===== config.mk =====
export PLATFORM = sky130hd
export DESIGN_NAME = fwrisc_shift_seq
export DESIGN_NICKNAME = d
export VERILOG_FILES = /design/src/rtl/fwrisc_shift_seq.sv
export SDC_FILE = /design/constraint.sdc
export NUM_CORES = 1
export LEC_CHECK = 0
export CORE_ASPECT_RATIO = 1.25
export CORE_MARGIN = 8
export CORE_UTILIZATION = 32
export DETAILED_ROUTE_END_ITERATION = 16
export MAX_ROUTING_LAYER = met4
export PLACE_DENSITY = 0.88
export SYNTH_ARGS = -nofsm -noshare
export SYNTH_HDL_FRONTEND = slang
export SYNTH_SLANG_ARGS = --single-unit

===== constraint.sdc =====
create_clock -name clock -period 1.5 [get_ports clock]
set_clock_uncertainty 0.05 [all_clocks]
set_input_delay 0.15 -clock clock [delete_from_list [all_inputs] [get_ports clock]]
set_output_delay 0.15 -clock clock [all_outputs]
set_load 0.005 [all_outputs]

===== src/rtl/fwrisc_shift_seq.sv =====
// Multi-cycle shift sequencer: iterates the single-bit ALU shift shamt times,
// feeding alu_out back as op_a, and returns the result on a valid/ready response.
module fwrisc_shift_seq #(
  parameter int unsigned DATA_W  = 32,
  parameter int unsigned SHAMT_W = 5,
  parameter logic [7:0]  OP_SLL  = 8'd3,
  parameter logic [7:0]  OP_SRL  = 8'd4,
  parameter logic [7:0]  OP_SRA  = 8'd5
) (
  input  logic               clock,
  input  logic               reset,
  input  logic               req_valid,
  output logic               req_ready,
  input  logic [1:0]         req_kind,
  input  logic [DATA_W-1:0]  req_val,
  input  logic [SHAMT_W-1:0] req_shamt,
  output logic               rsp_valid,
  input  logic               rsp_ready,
  output logic [DATA_W-1:0]  rsp_data,
  output logic               busy,
  output logic [DATA_W-1:0]  alu_op_a,
  output logic [DATA_W-1:0]  alu_op_b,
  output logic [7:0]         alu_op,
  input  logic [DATA_W-1:0]  alu_out
);

  typedef enum logic [1:0] {
    IDLE  = 2'd0,
    SHIFT = 2'd1,
    DONE  = 2'd2
  } state_t;

  state_t             state, state_nxt;
  logic [DATA_W-1:0]  acc, acc_nxt;
  logic [SHAMT_W-1:0] cnt, cnt_nxt;
  logic [1:0]         kind, kind_nxt;

  always_ff @(posedge clock or negedge reset) begin
    if (!reset) begin
      state <= IDLE;
      acc   <= '0;
      cnt   <= '0;
      kind  <= '0;
    end else begin
      state <= state_nxt;
      acc   <= acc_nxt;
      cnt   <= cnt_nxt;
      kind  <= kind_nxt;
    end
  end

  always_comb begin
    state_nxt = state;
    acc_nxt   = acc;
    cnt_nxt   = cnt;
    kind_nxt  = kind;
    unique case (state)
      IDLE: begin
        if (req_valid) begin
          acc_nxt  = req_val;
          cnt_nxt  = req_shamt;
          kind_nxt = req_kind;
          // Zero shift and the reserved kind skip the ALU entirely.
          if (req_shamt == '0 || req_kind == 2'b11) state_nxt = DONE;
          else                                      state_nxt = SHIFT;
        end
      end
      SHIFT: begin
        acc_nxt = alu_out;
        cnt_nxt = cnt - 1'b1;
        if (cnt == SHAMT_W'(1)) state_nxt = DONE;
      end
      DONE: begin
        if (rsp_ready) state_nxt = IDLE;
      end
      default: state_nxt = IDLE;
    endcase
  end

  always_comb begin
    unique case (kind)
      2'b01:   alu_op = OP_SRL;
      2'b10:   alu_op = OP_SRA;
      default: alu_op = OP_SLL;
    endcase
  end

  assign req_ready = (state == IDLE);
  assign rsp_valid = (state == DONE);
  assign busy      = (state != IDLE);
  assign rsp_data  = acc;
  assign alu_op_a  = acc;
  assign alu_op_b  = '0;

endmodule


==> impl_metrics.tcl, run 1 <==
set metrics [dict create \
    ys_types 37 \
    finalPower_mw 7.93 \
    h-tree-depth 2 \
    violations "negative setup slack" \
    setup_tns_ns -0.107 \
    die_area_um2 11400 \
    power.density_nw_per_um2 1910 \
    layout_min_cycle_time_ns 1.61 \
    synth_compound_area_share_pct 11.0 \
    start_util_pct 32.4 \
    antenna_found_initial 0 \
    grt_max_degree 33 \
    ys_ff_latch 41 \
    end_kind "flop" \
    finalCritPeriodShare_pct 107 \
    routed_wl_um 8070 \
    maxSlewViolCount 0 \
    synthXorXnorAreaFrac_pct 0 \
    grt_pass1_vias 2462 \
    synth_area_um2 2640 \
    dpl.hpwl_um 6410 \
    synthSimpleGateAreaFrac_pct 9.81 \
    synth_top_family_by_area "buffers and inverters" \
    drt_iter0_markers 43 \
    cts_tree "done" \
    die_w_um 97.3 \
    final_util_pct 50.9 \
    synth_fa_ha_area_share_pct 1.42 \
    firstDrtPassIters 4 \
    criticalPathCategory "reg -> reg" \
    wl_per_cell_um 16.2 \
    gp_congestion 0.816 \
    crit_fanout 2 \
    rsz0062_at_grt "true" \
    cts_buffers 5 \
    grt_first_pass_wirelength_um 12400 \
    startpoint_type "flop" \
    hold_viol 0 \
    clk_path_buf_depth 2 \
    clk_pin_slew_worst_paths_ns 0.09 \
    required_ns 1.63 \
    placed_cell_area_um2 3890 \
    avgSynthCellArea_um2 9.60 \
    design_area_um2 4150 \
    setup_viol_count_final 1 \
    fin_ws_ns -0.107 \
    hold_class "in -> async" \
    dieHeight_um 118 \
    yosysSeqAreaShare_pct 38.8 \
    grt_use_total_pct 13.4 \
    vias_per_cell 4.53 \
    outcome "finished with violations" \
    cts.sinks 41 \
    fin_hold_ws_ns 0.283 \
    portBuffers 144 \
    fmax_mhz 622 \
    synth-warning-count 0 \
    globalRouteOverflowTotal 0 \
    root_buffer "clkbuf_8" \
    fin_nets 478 \
    area_growth_pct 57.1 \
    vdd.ir_drop.worst_uv 1180 \
    syn_inst 275 \
    core_area_um2 8150 \
    cap_violations 0 \
    arrival_ns 1.74 \
    clkLatencyLatePin_ns 0.29 \
    postRouteAntennaNets 0 \
    ios 182 \
    p_leak_nw 1.77 \
    drive_gt1_share_pct 11.7 \
    vias 2255 \
    std_cell_rows 37 \
    synth_mux_area_share_pct 13.8 \
    n_antenna_cell 0 \
    drc 0 \
]
-- worst max-delay path: stages, from the launching register on --
cell	delay [ns]
dfrtp_1	0.40
inv_2	0.09
ha_4	0.14
nor3b_4	0.21
mux2_4	0.32
a221o_1	0.28
-- per-layer routing --
| metal | vias up | track usage (%) | part of all wire (%) |
|---|---|---|---|
| li1 | 1062 | - | - |
| met1 | 1069 | 14.2 | 39 |
| met2 | 117 | 24.0 | 54 |
| met3 | 7 | 3.23 | 5.5 |
| met4 | 0 | 4.08 | 1.3 |
| met5 | - | - | 0 |
-- cells in the mapped netlist --
| cell type | count | area (um^2) |
|---|---|---|
| mux2_2 | 3 | 33.8 |
| or2b_1 | 1 | 7.51 |
| a21boi_0 | 1 | 7.51 |
| inv_2 | 1 | 3.75 |
| nor2_1 | 3 | 11.3 |
| o21ai_1 | 13 | 65.1 |
| and3b_1 | 1 | 8.76 |
| nand2_2 | 1 | 6.26 |
| o221a_2 | 1 | 11.3 |
| buf_4 | 71 | 533 |
| conb_1 | 1 | 3.75 |
| a221oi_2 | 1 | 15.0 |
| clkbuf_1 | 5 | 18.8 |
| dfrtp_1 | 41 | 1030 |
| buf_6 | 2 | 22.5 |
| o211ai_1 | 3 | 22.5 |
| nand3b_1 | 2 | 15.0 |
| and2b_1 | 1 | 7.51 |
| nand2b_1 | 3 | 18.8 |
| o21ai_0 | 20 | 100 |
| nor3_1 | 3 | 15.0 |
| nor3b_1 | 2 | 15.0 |
| mux2i_1 | 33 | 330 |
| buf_8 | 3 | 45.0 |
| ha_1 | 3 | 37.5 |
| a21oi_1 | 5 | 25.0 |
| buf_2 | 2 | 10.0 |
| nand2_1 | 33 | 124 |
| a211oi_1 | 1 | 7.51 |
| and2b_2 | 1 | 8.76 |
| o221ai_1 | 1 | 8.76 |
| nor2b_1 | 2 | 12.5 |
| or2_4 | 1 | 8.76 |
| inv_1 | 7 | 26.3 |
| o21bai_2 | 1 | 11.3 |
| a221o_1 | 1 | 10.0 |
| o31ai_1 | 1 | 7.51 |
-- stage by stage --
stage	cells	worst slack (ns)
after floorplan	311	-0.0552
after global placement	483	-0.0407
after detailed placement	483	-0.125
after CTS	494	-0.0729
after global routing	498	-0.132
final	498	-0.107
-- registers in the layout, summed over array words and instances (netlist names) --
signal,flops
state,2
kind,2
cnt,5
alu_op_a,32
-- path summary, 6_finish.rpt --
check	from	to	slack (ns)	depth (start not counted)
hold reg to reg	alu_op_a[0]	alu_op_a[0]	0.46	2
min in group clock	req_val[3]	alu_op_a[3]	0.42	3
setup reg to reg	cnt[1]	cnt[4]	-0.11	5
hold / removal	reset	alu_op_a[12]	0.28	2
setup / recovery	cnt[1]	cnt[4]	-0.11	5
max in group asynchronous	reset	alu_op_a[26]	0.63	3
-- timing repair --
action | 4_1_cts | 5_1_grt
endpoints found under the setup margin | 7 | 34
pin swaps | 1 | 2
gates cloned | 0 | 3
gates resized for setup | 15 | 9
hold buffers | 1 | 0
hold endpoints to repair | 16 | 0
buffers inserted | 2 | 2
-- cells by family (layout without fill, tap and decap cells) --
logic type      count (synthesis)  after routing
mux                            36             36
simple gates                   54             54
other cells                     1             37
flops                          41             41
fa+ha+maj                       3              3
buf+inv                        91            181
compound gates                 49             49
-- power by group --
| group | switching [mW] | leakage [nW] | internal, mW |
|---|---|---|---|
| Combinational | 1.85 | 1.22 | 3.03 |
| Clock | 0.410 | 0.0543 | 0.498 |
| Sequential | 0.467 | 0.497 | 1.67 |
-- layout by cell type, fill, tap and decap left out, drive strengths merged, types with 5 or more instances in the layout --
master	instances
inv	8
dfrtp	41
o21ai	33
nand2	34
conb	37
a21oi	5
clkbuf	9
clkdlybuf4s50	137
mux2i	33
buf	18
-- layout make-up --
cell class	count	area (um^2)
repair buffers	165	1720
flip-flops and latches	41	1030
fillers	737	4000
clock inverters	3	46.3
clock buffers	5	68.8
inverters	8	30.0
multi-input cells	179	1140
well taps	97	121
Note: power is estimated with default switching activity, not from simulation.
==> run 2, diff against run 1 <==
Settings changed: CELL_PAD_IN_SITES_DETAIL_PLACEMENT set to 1, CELL_PAD_IN_SITES_GLOBAL_PLACEMENT set to 1, CORE_UTILIZATION 32 to 22, PLACE_DENSITY 0.88 to 0.87.
==> run 2 against run 1 <==
Effect of this change:
- the flow still finishes with violations (negative setup slack)
- global-route usage shrank 2.1 points
- critical path type unchanged
- clock power rose by 53%
- sequential power barely moved
- largest cell class unchanged
==> impl_metrics.tcl, run 2 (synthesis results as in run 1) <==
set metrics [dict create \
    outcome "finished with violations" \
    violations "negative setup slack" \
    placed_cell_area_um2 4000 \
    gp_congestion 0.764 \
    drive_gt1_share_pct 16.6 \
    cap_violations 0 \
    power.density_nw_per_um2 2010 \
    crit_cells 5 \
    cts_tree "done" \
    hold_class "in -> async" \
    required_ns 1.62 \
    wl_per_cell_um 17.5 \
    crit_buf_inv 1 \
    vias 2365 \
    h-tree-depth 2 \
    crit_path_top_delay_cell "dfrtp_1" \
    die_area_um2 15800 \
    end_kind "flop" \
    arrival_ns 1.72 \
    root_buffer "clkbuf_16" \
    ios 182 \
    setup_tns_ns -0.159 \
    grt_max_degree 48 \
    vdd.ir_drop.worst_uv 561 \
    design_area_um2 4500 \
    largest_reg_flops 32 \
    grt_first_pass_wirelength_um 13800 \
    vias_per_cell 4.10 \
    fin_nets 493 \
    crit_family "flip-flops" \
    final_util_pct 38.5 \
    setup_viol_count_final 2 \
    hold_viol 0 \
    clk_pin_slew_worst_paths_ns 0.06 \
    postRouteAntennaNets 0 \
    antenna_found_initial 0 \
    startpoint_type "flop" \
    grt_pass1_vias 2570 \
    finalCritPeriodShare_pct 107 \
    p_leak_nw 1.90 \
    dieHeight_um 139 \
    portBuffers 144 \
    crit_path_cell_trace "inv_2 > ha_4 > nor3b_4 > mux2_4 > a221o_1" \
    dp.cells 552 \
    start_util_pct 22.6 \
    rsz0062_at_grt "true" \
    clkLatencyLatePin_ns 0.28 \
    dpl.hpwl_um 7580 \
    die_w_um 114 \
    drc 0 \
    maxSlewViolCount 0 \
    layout_min_cycle_time_ns 1.60 \
    area_growth_pct 70.3 \
    layout_common_cells "clkdlybuf4s50_1, dfrtp_1, conb_1" \
    layout_commonest_cell "clkdlybuf4s50_1" \
    n_antenna_cell 0 \
    globalRouteOverflowTotal 0 \
    fin_ws_ns -0.100 \
    grt_use_total_pct 11.3 \
    fmax_mhz 625 \
    core_area_um2 11700 \
    criticalPathCategory "reg -> reg" \
    stdcell_count 577 \
    reg2regPathDepth 5 \
    cts_buffers 5 \
    routed_wl_um 10100 \
    cts.sinks 41 \
    crit_fanout 2 \
    finalPower_mw 9.06 \
    firstDrtPassIters 4 \
    drt_iter0_markers 79 \
    worst_path_largest_cell_delay_ns 0.40 \
    std_cell_rows 44 \
    clk_path_buf_depth 2 \
]
-- run 2: changes by cell type in the layout (fill, tap and decap cells not counted), sizes merged --
| cell | previous run | this run |
|---|---|---|
| clkbuf | 9 | 10 |
| clkinvlp | 1 | 0 |
| buf | 18 | 31 |
| dlygate4sd2 | 3 | 4 |
| bufinv | 1 | 2 |
-- run 2: where the power goes --
group	internal, mW	switching [mW]	leakage (nW)	total [mW]
Sequential	1.67	0.490	0.497	2.16
Combinational	3.36	2.14	1.31	5.51
Clock	0.950	0.439	0.0938	1.39
-- run 2: final timing paths --
check | startpoint | endpoint | slack, ns
max | cnt[1] | cnt[4] | -0.10
min | reset | alu_op_a[0] | 0.30
max reg2reg | cnt[1] | cnt[4] | -0.10
min reg2reg | alu_op_a[0] | alu_op_a[0] | 0.46
max in group asynchronous | reset | alu_op_a[1] | 0.60
min in group clock | req_val[28] | alu_op_a[28] | 0.44
-- run 2: layout make-up --
class,count,area [um^2]
Inverter,8,30.0
Clock inverter,3,65.1
Multi-Input combinational cell,179,1200
Sequential cell,41,1030
Clock buffer,5,125
Fill cell,1338,7170
Tap cell,161,201
Timing Repair Buffer,180,1850
-- run 2: what timing repair did --
action,4_1_cts,5_1_grt
setup endpoints to repair,7,31
pin swaps,1,2
hold buffers,1,0
gates cloned,0,6
buffers inserted,2,8
gates resized for setup,10,31
hold endpoints to repair,15,0
-- run 2: metal layers --
layer / wire [um] / GRT usage [%] / share of wire, % / vias to the layer above
li1: - / - / - / 1090
met1: 3750 / 11.2 / 37 / 1148
met2: 5540 / 20.9 / 55 / 120
met3: 706 / 2.92 / 7.0 / 7
met4: 128 / 3.65 / 1.3 / 0
met5: 0 / - / 0 / -
-- run 2: per-stage QoR --
step	worst slack (ns)	hold WS, ns
6_report	-0.100	0.296
5_1_grt	-0.163	0.327
4_1_cts	-0.0883	0.305
3_5_place_dp	-0.133	0.0602
3_3_place_gp	-0.0367	0.0487
2_1_floorplan	-0.0552	-0.196
==> run 3, diff against run 2 <==
Settings changed: CORE_UTILIZATION 22 to 25, PLACE_DENSITY 0.87 to 0.93.
Clock period 1.5 ns to 1.8 ns, I/O delays scaled along.
==> run 3 against run 2 <==
Effect of this change:
- the flow now finishes without violations
- critical path depth down 1
- register-to-register slack better by 0.19 ns
- core utilization up 0.50 points
==> impl_metrics.tcl, run 3 (synthesis results as in run 1) <==
set metrics [dict create \
    clk_pin_slew_worst_paths_ns 0.06 \
    fin_nets 467 \
    crit_fanout 2 \
    grt_first_pass_wirelength_um 13100 \
    cp-startpoint "kind[1]" \
    rsz0062_at_grt "false" \
    vias_per_cell 4.26 \
    area_growth_pct 54.5 \
    crit_path_frequent_cell "inv_1" \
    antenna_found_initial 0 \
    cap_violations 0 \
    regToRegStartpoint "cnt[0]" \
    postRouteAntennaNets 0 \
    hold_class "in -> async" \
    place_ws_ns 0.0247 \
    vdd.ir_drop.worst_uv 557 \
    largest_reg_flops 32 \
    crit_buf_inv 3 \
    end_kind "primary output" \
    core_area_um2 10500 \
    n_antenna_cell 0 \
    cts_buffers 5 \
    start_util_pct 25.3 \
    die_area_um2 14100 \
    worst_path_largest_cell_delay_ns 0.49 \
    wl_per_cell_um 17.6 \
    crit_family "buffers and inverters" \
    dpl.hpwl_um 7740 \
    vias 2225 \
    finalCritPeriodShare_pct 97.1 \
    reg2reg_slack_ns 0.09 \
    grt_pass1_vias 2527 \
    fin_ws_ns 0.0524 \
    p_comb_share_pct 57.0 \
    outcome "complete, no violations" \
    layout_min_cycle_time_ns 1.75 \
    arrival_ns 1.52 \
    p_clk_share_pct 15.7 \
    grt_max_degree 37 \
    grt_use_total_pct 12.5 \
    layout_commonest_cell "clkdlybuf4s50_1" \
    startpoint_type "flop" \
    p_leak_nw 1.72 \
    dieHeight_um 131 \
    reg2regPathDepth 5 \
    std_cell_rows 42 \
    drt_iter0_markers 48 \
    criticalPathCategory "reg -> out" \
    setup_tns_ns 0 \
    setup_viol_count_final 0 \
    portBuffers 144 \
    ios 182 \
    crit_path_top_delay_cell "clkdlybuf4s50_1" \
    crit_path_cell_trace "inv_1 > ha_4 > inv_1 > clkdlybuf4s50_1" \
    intPower_mw 4.39 \
    power_switching_mw 2.26 \
    gp_congestion 0.811 \
    fmax_mhz 572 \
    clk_path_buf_depth 2 \
    firstDrtPassIters 4 \
    die_w_um 108 \
    globalRouteOverflowTotal 0 \
    hold_viol 0 \
    clkLatencyLatePin_ns 0.28 \
    layout_common_cells "clkdlybuf4s50_1, dfrtp_1, conb_1" \
    power_frac_seq_pct 27.4 \
    r2r-end "cnt[4]" \
    p_sw_share_pct 34.0 \
    root_buffer "clkbuf_16" \
    drive_gt1_share_pct 8.21 \
    routed_wl_um 9160 \
    required_ns 1.57 \
    cts.sinks 41 \
    maxSlewViolCount 0 \
    cts_tree "done" \
    power.density_nw_per_um2 1630 \
    drc 0 \
    h-tree-depth 2 \
]
[run 3: routing by layer]
| metal | up-vias | wire (um) | track usage (%) |
|---|---|---|---|
| li1 | 1040 | - | - |
| met1 | 1047 | 3320 | 12.1 |
| met2 | 125 | 5050 | 23.5 |
| met3 | 13 | 615 | 2.65 |
| met4 | 0 | 176 | 4.75 |
| met5 | - | 0 | - |
[run 3: metrics by stage]
step                cells  util (%)  area, um^2  hold WS [ns]  power (mW)
global placement      510      36.8        3850        0.0425        5.38
finish                522      39.0        4080         0.299        6.65
detailed placement    510      36.8        3850        0.0518        5.62
CTS                   522      38.8        4060         0.303        6.75
global route          522      39.0        4080         0.325        7.11
floorplan             311         -        2780        -0.166        3.82
[run 3: cell type report]
type	count	area (um^2)
Multi-Input combinational cell	179	1120
Sequential cell	41	1030
Fill cell	1192	6380
Inverter	8	30.0
Clock inverter	1	30.0
Tap cell	132	165
Timing Repair Buffer	154	1570
Clock buffer	7	143
[run 3: worst max path at each step]
stage | to | slack [ns] | depth (start not counted)
after floorplan | cnt[4] | 0.19 | 5
after global placement | cnt[4] | 0.15 | 5
after detailed placement | cnt[4] | 0.02 | 5
after CTS | cnt[4] | 0.02 | 5
after global routing | alu_op[2] | 0.006 | 4
final | alu_op[2] | 0.05 | 4
[run 3: power by group through the flow]
stage / registers (mW) / logic (mW) / clock network, mW
final: 1.82 / 3.79 / 1.04
after global routing: 1.90 / 4.12 / 1.10
after CTS: 1.82 / 3.85 / 1.08
after detailed placement: 1.86 / 3.76 / 0
after global placement: 1.81 / 3.58 / 0
after floorplan: 1.75 / 2.06 / 0
[run 3: repair_timing]
action                                 4_1_cts  5_1_grt
pin swaps                                    0        1
endpoints found under the hold margin       14        0
setup endpoints to repair                    3        3
buffers inserted                             3        0
gates resized for setup                      1        4
hold buffers                                 1        0
[run 3: worst register-to-register path, cell delays in order (launching register included)]
cell	delay, ns
dfrtp_1	0.42
inv_1	0.11
ha_2	0.20
nor3b_2	0.18
mux2_2	0.35
a221o_1	0.29
